$ cat config.mk
export PLATFORM = sky130hd
export DESIGN_NAME = binary_search_engine
export DESIGN_NICKNAME = d
export VERILOG_FILES = /design/src/rtl/binary_search_engine.sv
export SDC_FILE = /design/constraint.sdc
export NUM_CORES = 1
export LEC_CHECK = 0
export BUFFER_PORTS_ARGS = -buffer_cell sky130_fd_sc_hd__buf_2
export CORE_ASPECT_RATIO = 0.9
export CORE_MARGIN = 2
export CORE_UTILIZATION = 50
export DETAILED_ROUTE_END_ITERATION = 12
export PLACE_DENSITY_LB_ADDON = 0.25
export SYNTH_ARGS = -nofsm -noshare
export SYNTH_HDL_FRONTEND = slang
export SYNTH_SLANG_ARGS = --single-unit
$ cat constraint.sdc
create_clock -name clk -period 2.2 [get_ports clk]
set_input_delay 0.22 -clock clk [delete_from_list [all_inputs] [get_ports clk]]
set_output_delay 0.22 -clock clk [all_outputs]
set_load 0.02 [all_outputs]
$ cat src/rtl/binary_search_engine.sv
// Binary search over a sorted array in an external synchronous memory.
// Supports exact-match and lower-bound modes, caller sub-ranges and configurable read latency.
module binary_search_engine #(
  parameter int DATA_WIDTH = 8,
  parameter int ADDR_WIDTH = 5,
  parameter int RD_LATENCY = 1,
  parameter bit SIGNED_CMP = 1'b0
) (
  input  logic                  clk,
  input  logic                  reset,
  input  logic                  start,
  input  logic                  mode,
  input  logic [DATA_WIDTH-1:0] key,
  input  logic [ADDR_WIDTH-1:0] lo_addr,
  input  logic [ADDR_WIDTH-1:0] hi_addr,
  output logic [ADDR_WIDTH-1:0] mem_addr,
  output logic                  mem_rd,
  input  logic [DATA_WIDTH-1:0] mem_rdata,
  output logic                  busy,
  output logic                  done,
  output logic                  found,
  output logic [ADDR_WIDTH:0]   result_addr,
  output logic [ADDR_WIDTH:0]   probe_count
);

  localparam int CNT_W = (RD_LATENCY > 1) ? $clog2(RD_LATENCY) : 1;
  localparam logic [ADDR_WIDTH:0] ONE = (ADDR_WIDTH+1)'(1);

  typedef enum logic [2:0] {
    S_IDLE, S_CHECK, S_PROBE, S_WAIT, S_CMP, S_FINISH
  } state_t;

  state_t state, state_n;

  logic [DATA_WIDTH-1:0] key_q;
  logic                  mode_q;
  logic [ADDR_WIDTH:0]   lo, hi, mid;
  logic [CNT_W-1:0]      wait_cnt;
  logic [ADDR_WIDTH-1:0] mem_addr_q;
  logic                  data_lt_key, data_eq_key;

  // Sum is formed one bit wider than the bounds so lo+hi never wraps.
  assign mid = (ADDR_WIDTH+1)'(({1'b0, lo} + {1'b0, hi}) >> 1);

  always_comb begin
    if (SIGNED_CMP) data_lt_key = $signed(mem_rdata) < $signed(key_q);
    else            data_lt_key = mem_rdata < key_q;
  end
  assign data_eq_key = (mem_rdata == key_q);

  assign mem_rd   = (state == S_PROBE);
  assign done     = (state == S_FINISH);
  assign busy     = (state == S_CHECK) || (state == S_PROBE) ||
                    (state == S_WAIT)  || (state == S_CMP);
  assign mem_addr = (state == S_PROBE) ? mid[ADDR_WIDTH-1:0] : mem_addr_q;

  always_ff @(posedge clk) begin
    if (reset) state <= S_IDLE;
    else       state <= state_n;
  end

  always_comb begin
    // NOTE: default first so every path assigns state_n and no latch is inferred.
    state_n = state;
    case (state)
      S_IDLE:   if (start) state_n = S_CHECK;
      S_CHECK:  state_n = (lo >= hi) ? S_FINISH : S_PROBE;
      S_PROBE:  state_n = (RD_LATENCY > 1) ? S_WAIT : S_CMP;
      S_WAIT:   if (wait_cnt == CNT_W'(RD_LATENCY - 2)) state_n = S_CMP;
      S_CMP:    state_n = (!mode_q && data_eq_key) ? S_FINISH : S_CHECK;
      S_FINISH: state_n = S_IDLE;
      default:  state_n = S_IDLE;
    endcase
  end

  always_ff @(posedge clk) begin
    if (reset) begin
      key_q       <= '0;
      mode_q      <= 1'b0;
      lo          <= '0;
      hi          <= '0;
      wait_cnt    <= '0;
      mem_addr_q  <= '0;
      found       <= 1'b0;
      result_addr <= '0;
      probe_count <= '0;
    end else begin
      mem_addr_q <= mem_addr;
      case (state)
        S_IDLE: if (start) begin
          key_q       <= key;
          mode_q      <= mode;
          lo          <= {1'b0, lo_addr};
          hi          <= {1'b0, hi_addr} + ONE;
          found       <= 1'b0;
          probe_count <= '0;
        end
        // Range exhausted: lo is the insertion point, written here so it is valid with done.
        S_CHECK: if (lo >= hi) result_addr <= lo;
        S_PROBE: begin
          probe_count <= probe_count + ONE;
          wait_cnt    <= '0;
        end
        S_WAIT: wait_cnt <= wait_cnt + CNT_W'(1);
        S_CMP: begin
          if (data_lt_key) begin
            lo <= mid + ONE;
          end else begin
            hi <= mid;
            if (data_eq_key) begin
              found <= 1'b1;
              if (!mode_q) result_addr <= mid;
            end
          end
        end
        default: ;
      endcase
    end
  end

endmodule

Word-level counts from Yosys, hierarchy flattened
Cells that the tools add are included.

storage, ports and cells
  bits in registers = 43
  output and inout port bits = 21
  logic and storage cells = 71

operators by class
  add/sub/neg operators = 5
  order comparisons = 2
  equality and inequality tests = 13
  mux-type cells = 24
  reduce and logical (&&, ||, !) cells = 17

operators with widths
  operator               count
  $mux W6                9
  $pmux W6 S2            4
  $pmux W3 S5            1
  $add A6 B1 Y6 const B  2
  $mux W3                4
  $ne A2 B2 Y1 const B   6
  $eq A8 B8 Y1           1
  $lt A8 B8 Y1           1
  $reduce_bool A2 Y1     4
  $add A6 B6 Y7          1
  $add A5 B1 Y6 const B  1
  $eq A3 B2 Y1 const B   2
  $eq A3 B3 Y1 const B   2
  $ge A6 B6 Y1           1
  $reduce_and A2 Y1      3
  $reduce_and A3 Y1      2
  $mux W5                1
  $reduce_and A5 Y1      1
  $pmux W1 S2            2
  $reduce_and A4 Y1      1
  $eq A3 B1 Y1 const B   1
  $logic_not A3 Y1       1
  $logic_or A1 B1 Y1     3
  $mux W1                3
  other kinds (4)        4

Depth between registers and ports, before layout
  word-level depth = 5
  gate-level depth with buffers = 9
  gate-level depth less buffers = 9

Worst setup path before layout
Ideal clock, no wire load.

  path type = register to register
  start point = reg hi[5]
  end point = reg mem_addr_q[4]
  library setup time = 0.061 ns
  arrival time = 2.271 ns
  data required time = 2.139 ns
  setup slack = -0.132 ns
  stages on the path, launching flop included = 8
  period minus slack after synthesis = 2.332 ns
  cells stage by stage = dfxtp_1 -> inv_1 -> ha_1 -> or3_1 -> nor4_1 -> a211oi_4 -> o21ai_0 -> and2_1

on the way
  longest elaborated chain between the ends = 2

ends and longest elaborated chain
  item                      line  RTL
  start: declaration        37    logic [ADDR_WIDTH:0] lo, hi, mid;
  start signal: assignment  94    hi <= {1'b0, hi_addr} + ONE;
  start signal: assignment  109   hi <= mid;
  $add A6 B6 Y7             43    assign mid = (ADDR_WIDTH+1)'(({1'b0, lo} + {1'b0, hi}) >> 1);
  $mux W5                   55    assign mem_addr = (state == S_PROBE) ? mid[ADDR_WIDTH-1:0] : mem_addr_q;
  net mem_addr[4]           16    output logic [ADDR_WIDTH-1:0] mem_addr,
  end signal: assignment    88    mem_addr_q <= mem_addr;
  end: declaration          39    logic [ADDR_WIDTH-1:0] mem_addr_q;

The timed path passes the listed nets, and every way through them passes these cells.
A chain may end at the register's enable or synchronous reset.

Final worst setup path
  start point = reg lo[5]
  end point = out mem_addr[4]

on the way
  longest elaborated chain between the ends = 2

ends and longest elaborated chain
  item                      line  RTL
  start: declaration        37
  start signal: assignment  93    lo <= {1'b0, lo_addr};
  start signal: assignment  107   lo <= mid + ONE;
  $add A6 B6 Y7             43
  $mux W5                   55
  end: declaration          16

Every way passes these cells.

==> metrics.md <==
| Metric | Value |
|---|---|
| Final wirelength | 7.24 mm |
| CTS Root Cell | clkbuf_8 |
| Mapped Area | 2600 sq um |
| Crit start category | register |
| Sequential-to-total area share from yosys stat | 33.2% |
| # H-tree levels | 2 |
| Multi-input gate area in the final layout | about 1800 sq um |
| CP max-delay cell | or4b_1 |
| Crit share post-route | 100% |
| Crit Path Max Fanout | 7 |
| Largest net degree at the start of global routing | 19 |
| Worst Setup Slack, final | -0.798 ps |
| Seq cells post-synth | 43 |
| Num rows | 24 |
| Placed cells | 442 |
| Total Power | 4.34 mW |
| Crit-path max cell delay | 520 ps |
| IO Port Bufs | 50 |
| DP Worst Slack | -174 ps |
| Synth warn | 0 |
| Total I/O pin count | 51 |
| Final hold violations | 0 |
| Clk_lat worst skew | roughly 310 ps |
| Clock transition at path regs | roughly 90 ps |
| # clock sinks | 43 |
| Post-route DRC | 0 |
| First-pass GRT wire length | about 12 mm |
| Number of CTS-inserted buffers | 5 |
| Hold/Removal Path Class | input pin to register |
| Sequential Area | about 900 sq um |
| Cts-stage hold buffer count | 0 |
| Final core utilization | 71.2% |
| Endpoint type of the worst setup path | output port |
| Worst EP arrival | 1980 ps |
| Max cap viols | 0 |
| Total GRT Usage | 25.8% |
| Die area | 5790 sq um |
| Die width | between 70 and 80 microns |
| RSZ-0062 raised after global routing | true |
| Leak pwr | 1.51 nW |
| Slew Viols, Final | 0 |
| Nets@finish | roughly 450 |
| Synth unique cells | 46 |
| Vias after detailed routing | 2,605 |
| Routed Antenna Nets | 0 |
| Detailed-placement wirelength estimate | about 4.7 mm |
| Min cycle time layout | roughly 2200 ps |
| Global placer's final weighted congestion | 0.850 |
| Layout Skew | between 10 and 15 ps |
| PwrDens | 1240 nW/um^2 |
| Highest Clock Rate | 0.454 GHz |
| Initial antenna violation count | 0 |
| Syn_area_per_cell | 8.04 sq um |
| Via density | 5.59 |
| Wirelength per Cell | about 16 microns |
| Setup violations, final | 1 |
| N_diodes | 0 |
| Bufs on Longest Clock Path | 2 |
| CTS tree | done |
| Gr ovfl total | 0 |
| Post-synth EDFFs | 0 |
| Failing checks | setup timing |
| Initial Utilization | about 53% |
| Die height | 72.4 microns |
| Mapped Nets | 377 |
| Most frequent cells in the layout | nand2_1 (52), buf_2 (46), dfxtp_1 (33) |
| VDD IR max | 0.596 mV |
| Fin cells | 466 |
| Drt pass-1 iters | 4 |
| Commonest non-fill, non-tap cell in the layout | nand2_1 |
| Core Region | about 4900 sq um |
| Most used DFF post-synth | dfxtp_1 |
| Iter 0 DRT Violations | 209 |
| Slew @ Worst Pin | about 430 ps |
| Share of cells above drive strength 1 | a little over a third |
| Area Overhead vs Synth | 35.0% |
| Worst path cell trace | ha_4, or4b_1, nand4_1, a211oi_4, o21ai_2, buf_6 |
| Slew HR | 71.4% |
| # fillers | 375 |
| CP Data Required Time | 1980 ps |
| Post-Synthesis Cells | 323 |
| Outcome | complete, but fails checks |
| Async SR Flop Fraction | 0% |
| Vias in the first global route | 2,429 |
| Critical setup path kind | register to output port |
==> what timing repair did <==
action / in CTS / in global routing
gates resized for setup: 36 / 31
setup endpoints to repair: 9 / 14
setup buffers: 11 / 5
pin swaps: 11 / 13
==> synth_stat cells, types with 2 or more instances <==
cell type	number	area [sq um]
mux2i_1	6	60.1
mux2_2	3	33.8
dfxtp_1	43	861
a211oi_1	2	15.0
inv_1	21	78.8
o211ai_1	10	75.1
nand2b_1	2	12.5
o31a_1	2	17.5
nand4_1	6	37.5
xnor2_1	4	35.0
nand2_1	52	195
nor2b_1	5	31.3
ha_1	23	288
nand3_1	8	40.0
buf_2	3	15.0
nand3b_1	3	22.5
nor3_1	8	40.0
o21ai_0	10	50.1
a21o_1	4	30.0
clkbuf_1	8	30.0
buf_1	3	11.3
nor2_1	24	90.1
or3_1	3	18.8
a311oi_1	4	35.0
or2_2	3	18.8
a21oi_1	33	165
and2_1	5	31.3
nor4_1	4	25.0
xor2_1	4	35.0
==> report_power, final <==
part,switching (mW),total [mW],internal [mW]
Clock,0.297,0.583,0.286
Combinational,1.40,2.63,1.22
Sequential,0.179,1.13,0.956
==> worst paths after layout <==
| kind | startpoint | cells after the start | to | slack (ps) |
|---|---|---|---|---|
| setup / recovery | lo[5] | 6 | mem_addr[4] | -0.8 |
| hold / removal | key[2] | 3 | key_q[2] | 150 |
| setup reg to reg | hi[1] | 9 | lo[5] | 10 |
| hold reg to reg | key_q[7] | 2 | key_q[7] | 460 |
==> per-stage QoR <==
stage                     area [sq um]  setup TNS (ps)  hold WS, ps
after floorplan                   2600               0          356
after global placement            3010           -57.3          443
after detailed placement          3010            -494          447
after CTS                         3340           -73.9          148
after global routing              3510            -764          151
final                             3510          -0.798          151
==> layer usage <==
metal,track usage [%],routed length (microns)
met5,0,0
met4,9.60,204
met3,5.10,484
met2,42.3,3370
met1,33.8,3180
==> critical path: cells and delay by family, from the launching register on <==
kind                       cells  cell delay [ps]
adders and majority gates      1              240
DFF                            1              400
buffers and inverters          1              130
AOI/OAI and AO/OA              2              230
and+or+nand+nor                2              660
==> flip-flops by register name (all words and copies together) (netlist names) <==
name / cells
probe_count: 6
mem_addr_q: 5
result_addr: 6
hi: 6
state: 3
lo: 6
found: 1
mode_q: 1
wait_cnt: 1
key_q: 8
==> logic make-up (layout without fill, tap and decap cells) <==
| logic type | after synthesis | after routing | share of synthesized area (%) |
|---|---|---|---|
| buffers and inverters | 35 | 113 | 5.20 |
| AND/OR/NAND/NOR | 130 | 130 | 24.2 |
| AO/OA/AOI/OAI | 73 | 73 | 18.7 |
| flip-flops | 43 | 43 | 33.2 |
| adder cells (fa/ha/maj) | 24 | 24 | 11.9 |
| multiplexers | 9 | 9 | 3.61 |
| XOR/XNOR | 9 | 9 | 3.33 |
==> area by class of cell <==
type,count,area share (%)
repair buffers,84,15.3
well taps,65,2.32
multi-input cells,245,52.0
clock inverters,1,0.214
flip-flops and latches,43,25.1
clock buffers,7,2.75
inverters,21,2.32
(Power assumes the default switching activity.)
